<file path="src/rtl/mem_access_ctrl_pkg.sv">
// Shared memory-stage definitions: FSM encoding, lane-enable constants and
// the control-bit positions used by the pipeline registers.
package mem_access_ctrl_pkg;

  typedef enum logic [1:0] {
    IDLE = 2'd0,
    REQ  = 2'd1,
    DONE = 2'd2
  } state_t;

  localparam logic [3:0] BE_NONE = 4'b0000;
  localparam logic [3:0] BE_WORD = 4'b1111;
  localparam logic [3:0] BE_LANE0 = 4'b0001;

  localparam int CTRL_MEM_READ  = 2;
  localparam int CTRL_MEM_WRITE = 4;
  localparam int CTRL_REG_WRITE = 6;
  localparam int CTRL_WORD      = 8;

  function automatic logic [3:0] byte_en(input logic word, input logic [1:0] lane);
    return word ? BE_WORD : (BE_LANE0 << lane);
  endfunction

endpackage

</file>
<file path="src/rtl/mem_access_ctrl_load_align.sv">
// Combinational load aligner: picks the little-endian byte lane and extends it,
// or passes a full word through untouched.
module mem_access_ctrl_load_align
  import mem_access_ctrl_pkg::*;
(
  input  logic [31:0] rdata,
  input  logic [1:0]  lane,
  input  logic        word,
  input  logic        signExt,
  output logic [31:0] data
);

  logic [7:0] lane_byte;

  always_comb begin
    lane_byte = rdata[7:0];
    case (lane)
      2'd0: lane_byte = rdata[7:0];
      2'd1: lane_byte = rdata[15:8];
      2'd2: lane_byte = rdata[23:16];
      2'd3: lane_byte = rdata[31:24];
      default: lane_byte = rdata[7:0];
    endcase
    if (word) data = rdata;
    else      data = {{24{signExt & lane_byte[7]}}, lane_byte};
  end

endmodule

</file>
<file path="src/rtl/mem_access_ctrl.sv">
// Memory-stage controller: issues one request/ready data-memory access per EX/MEM op,
// stalling upstream from issue until the memory answers (or times out); result one cycle later.
module mem_access_ctrl
  import mem_access_ctrl_pkg::*;
#(
  parameter int TIMEOUT       = 64,
  parameter int SIGN_EXT_BYTE = 1
) (
  input  logic        clock,
  input  logic        reset,
  input  logic        memRead,
  input  logic        memWrite,
  input  logic        word,
  input  logic        flushPrev,
  input  logic [31:0] address,
  input  logic [31:0] storeData,
  output logic        memReq,
  output logic        memWe,
  output logic [31:0] memAddr,
  output logic [31:0] memWdata,
  output logic [3:0]  memByteEn,
  input  logic        memReady,
  input  logic [31:0] memRdata,
  output logic        stall,
  output logic [31:0] loadData,
  output logic        loadValid,
  output logic        misalign,
  output logic        busErr
);

  localparam int CW = $clog2(TIMEOUT + 1);
  localparam logic [CW-1:0] CNT_LAST = CW'(TIMEOUT - 1);
  localparam logic [CW-1:0] CNT_ONE  = CW'(1);
  localparam logic SEXT = (SIGN_EXT_BYTE != 0);

  state_t        state;
  logic [CW-1:0] cnt;
  logic          is_load;
  logic          word_q;
  logic [1:0]    lane_q;
  logic [31:0]   aligned;

  logic pending;
  logic unaligned;

  assign pending   = (memRead | memWrite) & ~flushPrev;
  assign unaligned = word & (address[1:0] != 2'b00);
  // Stall must rise in the issue cycle itself so EX/MEM holds the op.
  assign stall     = (state == REQ) | ((state == IDLE) & pending & ~unaligned);

  mem_access_ctrl_load_align u_align (
    .rdata   (memRdata),
    .lane    (lane_q),
    .word    (word_q),
    .signExt (SEXT),
    .data    (aligned)
  );

  always_ff @(posedge clock) begin
    if (reset) begin
      state     <= IDLE;
      cnt       <= '0;
      memReq    <= 1'b0;
      memWe     <= 1'b0;
      memAddr   <= '0;
      memWdata  <= '0;
      memByteEn <= BE_NONE;
      loadData  <= '0;
      loadValid <= 1'b0;
      misalign  <= 1'b0;
      busErr    <= 1'b0;
      is_load   <= 1'b0;
      word_q    <= 1'b0;
      lane_q    <= 2'd0;
    end else begin
      misalign  <= 1'b0;
      loadValid <= 1'b0;
      case (state)
        IDLE: begin
          if (pending) begin
            if (unaligned) begin
              misalign <= 1'b1;
            end else begin
              // A simultaneous read+write is treated as a store.
              memReq    <= 1'b1;
              memWe     <= memWrite;
              memAddr   <= {address[31:2], 2'b00};
              memWdata  <= word ? storeData : {4{storeData[7:0]}};
              memByteEn <= byte_en(word, address[1:0]);
              is_load   <= ~memWrite;
              word_q    <= word;
              lane_q    <= address[1:0];
              cnt       <= '0;
              state     <= REQ;
            end
          end
        end
        REQ: begin
          cnt <= cnt + CNT_ONE;
          if (memReady) begin
            memReq    <= 1'b0;
            loadValid <= is_load;
            if (is_load) loadData <= aligned;
            state     <= DONE;
          end else if (cnt == CNT_LAST) begin
            memReq    <= 1'b0;
            busErr    <= 1'b1;
            loadData  <= '0;
            loadValid <= is_load;
            state     <= DONE;
          end
        end
        DONE:    state <= IDLE;
        default: state <= IDLE;
      endcase
    end
  end

endmodule

</file>
<file path="config.mk">
export PLATFORM = sky130hd
export DESIGN_NAME = mem_access_ctrl
export DESIGN_NICKNAME = d
export VERILOG_FILES = /design/src/rtl/mem_access_ctrl_pkg.sv /design/src/rtl/mem_access_ctrl_load_align.sv /design/src/rtl/mem_access_ctrl.sv
export SDC_FILE = /design/constraint.sdc
export NUM_CORES = 1
export LEC_CHECK = 0
export CORE_MARGIN = 8
export CORE_UTILIZATION = 46
export DETAILED_ROUTE_END_ITERATION = 10
export GPL_ROUTABILITY_DRIVEN = 0
export GPL_TIMING_DRIVEN = 0
export PLACE_DENSITY = 0.87
export RECOVER_POWER = 25
export SETUP_SLACK_MARGIN = 0.05
export SLEW_MARGIN = 20
export SYNTH_ARGS = -nofsm -noshare
export SYNTH_HDL_FRONTEND = slang
export SYNTH_SLANG_ARGS = --single-unit
</file>
<file path="constraint.sdc">
create_clock -name clock -period 3.1 [get_ports clock]
set_input_delay 0.775 -clock clock [delete_from_list [all_inputs] [get_ports clock]]
set_output_delay 0.775 -clock clock [all_outputs]
set_load 0.005 [all_outputs]
</file>
### Word-level counts from Yosys, hierarchy flattened

Index checks and enable logic that the tools add are counted.

| storage, ports and cells | value |
|---|---|
| bits in registers | 116 |
| bits in latches | 0 |
| bits in writable memories | 0 |
| memory bits (read-only) | 0 |
| input bits | 103 |
| output and inout bits | 106 |
| word-level logic and storage cells | 74 |
| memories | 0 |

| operators by class | value |
|---|---|
| $add $sub $neg | 1 |
| multiply operators | 0 |
| divide/modulo/power cells | 0 |
| $lt $le $gt $ge | 0 |
| equality and inequality tests | 9 |
| shift operators | 1 |
| multiplexer cells | 23 |
| bitwise operators | 13 |
| reductions and logical operators | 13 |

Operators with widths:

| kind | number |
|---|---|
| two-way mux 32 bit | 5 |
| one-hot mux 8 bit (4 select lines) | 1 |
| AND reduction 3 bit | 5 |
| two-way mux 7 bit | 2 |
| one-hot mux 7 bit (2 select lines) | 1 |
| two-way mux 2 bit | 4 |
| adder 7 x 1 -> 7 bit (second input constant) | 1 |
| equality test 7 x 6 -> 1 bit (second input constant) | 1 |
| two-way mux 1 bit | 7 |
| NOT 1 bit | 7 |
| nonzero test 2 bit | 3 |
| AND 1 bit | 4 |
| equality test 2 x 1 -> 1 bit (second input constant) | 2 |
| equality test 2 bit (second input constant) | 2 |
| zero test 2 bit | 2 |
| two-way mux 4 bit | 1 |
| != test 2 bit (second input constant) | 2 |
| one-hot mux 2 bit (2 select lines) | 1 |
| AND reduction 4 bit | 1 |
| left shift 1 x 2 -> 4 bit (first input constant) | 1 |
| != test 3 x 2 -> 1 bit (second input constant) | 1 |
| OR reduction 3 bit | 1 |
| != test 2 x 1 -> 1 bit (second input constant) | 1 |
| bitwise OR 1 bit | 2 |
| other kinds (2) | 2 |

### Longest topological paths before layout

| logic depth | value |
|---|---|
| depth after elaboration | 5 |
| gate-level depth with buffers | 7 |
| mapped depth without buffers | 5 |

### Hierarchy

Synthesis repeated with hierarchy kept, for this count alone.

| second synthesis, totals | value |
|---|---|
| cell total of the unflattened synthesis | 537 |
| area, all modules | 4857.2 sq um |

Modules (own cells, without submodules):

| module | times used | cells an instance | area an instance (sq um) | sequential area each (sq um) |
|---|---|---|---|---|
| mem_access_ctrl | 1 | 440 | 4256.6 | 2322.2 |
| mem_access_ctrl_load_align | 1 | 97 | 600.6 | 0.0 |

### Least setup slack after synthesis

Ideal clock, no wire load.

| timing | value |
|---|---|
| path type | in2out |
| start point | in memWrite |
| end point | out stall |
| data arrival time | 1.608 ns |
| required time | 2.325 ns |
| slack | 0.717 ns |
| cell stages on the path | 5 |
| path buffers | 2 |
| cell sequence | or2_1 > clkbuf_2 > a31oi_1 > buf_2 > inv_1 |

| on the way | value |
|---|---|
| longest elaborated chain between the ends | 5 |

Ends and longest elaborated chain:

| what | line | text |
|---|---|---|
| start: declaration | mem_access_ctrl.sv:12 | `input logic memWrite,` |
| bitwise OR 1 bit | mem_access_ctrl.sv:46 | `assign pending = (memRead \| memWrite) & ~flushPrev;` |
| AND 1 bit | mem_access_ctrl.sv:46 |  |
| AND 1 bit (2 in series) | mem_access_ctrl.sv:49 | `assign stall = (state == REQ) \| ((state == IDLE) & pending & ~unaligned);` |
| bitwise OR 1 bit | mem_access_ctrl.sv:49 |  |
| end: declaration | mem_access_ctrl.sv:24 | `output logic stall,` |

No other way between the ends.

### Final worst setup path

| timing | value |
|---|---|
| start point | in memRead |
| end point | out stall |

| on the way | value |
|---|---|
| longest elaborated chain between the ends | 5 |

Ends and longest elaborated chain:

| what | line | text |
|---|---|---|
| start: declaration | mem_access_ctrl.sv:11 | `input logic memRead,` |
| bitwise OR 1 bit | mem_access_ctrl.sv:46 |  |
| AND 1 bit | mem_access_ctrl.sv:46 |  |
| AND 1 bit (2 in series) | mem_access_ctrl.sv:49 |  |
| bitwise OR 1 bit | mem_access_ctrl.sv:49 |  |

No other way between the ends.

==> flow_summary.yaml <==
status:
  status: "finished clean"
worst_setup_path:
  crit_buf_inv: 5
  path_cells: "clkdlybuf4s50_1, or2_1, clkbuf_4, a31oi_4, buf_6, inv_1, dlygate4sd2_1"
  path_class: "primary input to output port"
  crit_required_ns: 2.32
  cp_data_arrival_time_ns: 2.15
  crit_family: "buffers and inverters"
  end_kind: "output port"
  path_max_fanout: 6
  start_kind: "primary input"
  slowest_stage: "clkdlybuf4s50_1"
  cp_slowest_stage_delay_ns: 0.41
place:
  io_buffer_count: 204
  dp_hpwl_um: 13000
power_and_ir_drop:
  powerDensity_nw_per_um2: 529
  vdd_drop_max_mv: 0.390
  power_leakage_nw: 2.78
yosys:
  yosysUniqueCellTypes: 48
  ys.flop_type: "dfxtp_1"
  synth_async_sr_flop_share_pct: 0
  avgSynthCellArea_um2: 8.37
  synth-seq-cells: 116
  ys_seq_area_share_pct: 48.3
  synth_area_um2: 4800
  postSynthCellCount: 574
  yosys_warnings: 0
  synth_edf_count: 0
clock_network:
  tritoncts: "built"
  clkSinkCount: 116
  clk_path_buf_depth: 2
  cts.htree.levels: 4
  clk_pin_slew_worst_paths_ns: 0.06
  cts_made_buffers: 17
  cts_root_buffer: "clkbuf_8"
  worstSkewPairLatency_ns: 0.51
routing:
  drtAntennaViolNets: 0
  drt-total-wl_um: 17300
  drt_iter0_drc: 487
  route.detailed.drc: 0
  vias: 5148
  wl_per_cell_um: 18.2
  vias_per_cell: 5.42
  first_pass_iters: 4
global_routing:
  grt-ovfl-total: 0
  grt_max_degree: 17
  grt_use_total_pct: 24.6
  antenna_found_initial: 0
  grt_pass1_wl_um: 27900
  grt_pass1_vias: 5393
worst_hold_path:
  hold_class: "flop to flop"
timing:
  timing.fmax_mhz: 342
  timing.slew.headroom_pct: 60.9
  rsz0062_at_grt: "no"
  final_hold_viol_count: 0
  worstMarginPinSlew_ns: 0.582
  period_needed_ns: 2.93
  finalSetupViolCount: 0
  fin_hold_ws_ns: 0.460
  finalCritPeriodShare_pct: 94.4
  fin_skew_ns: 0.00902
  drv_slew: 0
  finalSetupTns_ns: 0
floorplan:
  die_x_um: 118
  dieHeight_um: 118
  design.core.area_um2: 10200
  start_util_pct: 46.9
  io_pins: 209
  rows: 37
  dieArea_um2: 14000
run:
  drv_cap: 0
finish:
  diodes: 0
  nets: 905
  drive_above_1_share_pct: 7.50
  synthToLayoutAreaGrowth_pct: 58.4
[metrics by stage]
step	area (µm²)	util (%)	instances	power, mW	setup WS [ns]
floorplan	4810	-	575	1.79	0.717
global placement	7020	68.6	915	2.08	-0.345
detailed placement	7020	68.6	915	2.09	-0.425
CTS	7660	74.8	949	4.04	0.166
global route	7610	74.4	949	4.16	0.0929
finish	7610	74.4	949	4.03	0.173
[layer usage]
layer	up-vias	global-route usage (%)	routed length [µm]
met4	0	12.3	656
met2	283	40.9	8140
met1	2414	26.7	6750
met5	-	0	0
met3	50	9.85	1750
li1	2401	-	-
[cell usage after synthesis, drive strengths merged (2+ instances only)]
cell type	number	area (µm²)
buf	25	166
xnor2	2	17.5
nand4	2	18.8
a31oi	2	12.5
mux2i	7	70.1
nand2b	20	125
nor3	3	15.0
o22a	7	61.3
nor2b	29	181
o21a	2	15.0
and4	2	17.5
o32ai	25	219
nand2	149	559
inv	28	105
or4	2	18.8
o2111ai	7	61.3
nor2	9	36.3
nand3	28	140
o21ai	16	95.1
dfxtp	116	2320
or3	8	55.1
or2	2	12.5
clkbuf	17	66.3
a21oi	52	272
nor4	2	27.5
[registers in the layout, indices dropped and copies added (netlist names)]
signal,cells
lane_q,2
busErr,1
memReq,1
is_load,1
loadData,32
misalign,1
loadValid,1
memWdata,32
memAddr,30
word_q,1
memByteEn,4
state,2
memWe,1
cnt,7
[worst paths after layout]
check,to,cells after the start,slack [ns],from
max,stall,7,0.17,memRead
min,memAddr[17],2,0.46,memAddr[17]
max reg2reg,loadData[22],6,0.60,cnt[0]
min reg2reg,memAddr[17],2,0.46,memAddr[17]
[worst min-delay path: cells and delay by family (launching register included)]
kind	cells	cell delay [ns]
flops	1	0.31
simple gates	1	0.05
compound gates	1	0.05
[cell usage in the layout (no fill, tap or decap), drive strengths merged, types with 8 or more instances in the layout]
master	synthesis	layout
dfxtp	116	116
nand2	149	149
nand2b	20	20
nor2b	29	29
o21ai	16	16
o32ai	25	25
a21oi	52	52
clkdlybuf4s50	0	200
or3	8	8
inv	28	28
nor2	9	9
clkbuf	17	46
nand3	28	28
buf	25	20
[layout make-up]
cell class / count / area, µm²
well taps: 136 / 170
clock buffers: 21 / 459
inverters: 28 / 105
repair buffers: 207 / 2060
fillers: 722 / 2620
flip-flops and latches: 116 / 2320
clock inverters: 10 / 130
multi-input cells: 389 / 2150
plain buffers: 42 / 214
[report_power, final]
part	internal, mW	switching, mW	total [mW]
sequential	1.55	0.0329	1.58
combinational	0.278	0.218	0.496
clock	1.28	0.674	1.95
[what timing repair did]
action                                  CTS  global route
gates resized for setup                  10             0
endpoints found under the setup margin    1             0
hold buffers                              0             0
setup buffers                             3             0
endpoints found under the hold margin     0             0
[kinds of logic after synthesis]
logic type	Yosys count	synth area share, %
and+or+nand+nor	258	25.4
AOI/OAI and AO/OA	118	16.6
DFF	116	48.3
buffers and inverters	70	7.03
muxes	8	1.93
xor gates and xnor gates	2	0.365
adders and majority gates	1	0.260
other	1	0.0781
Note: power is estimated with default switching activity, not from simulation.
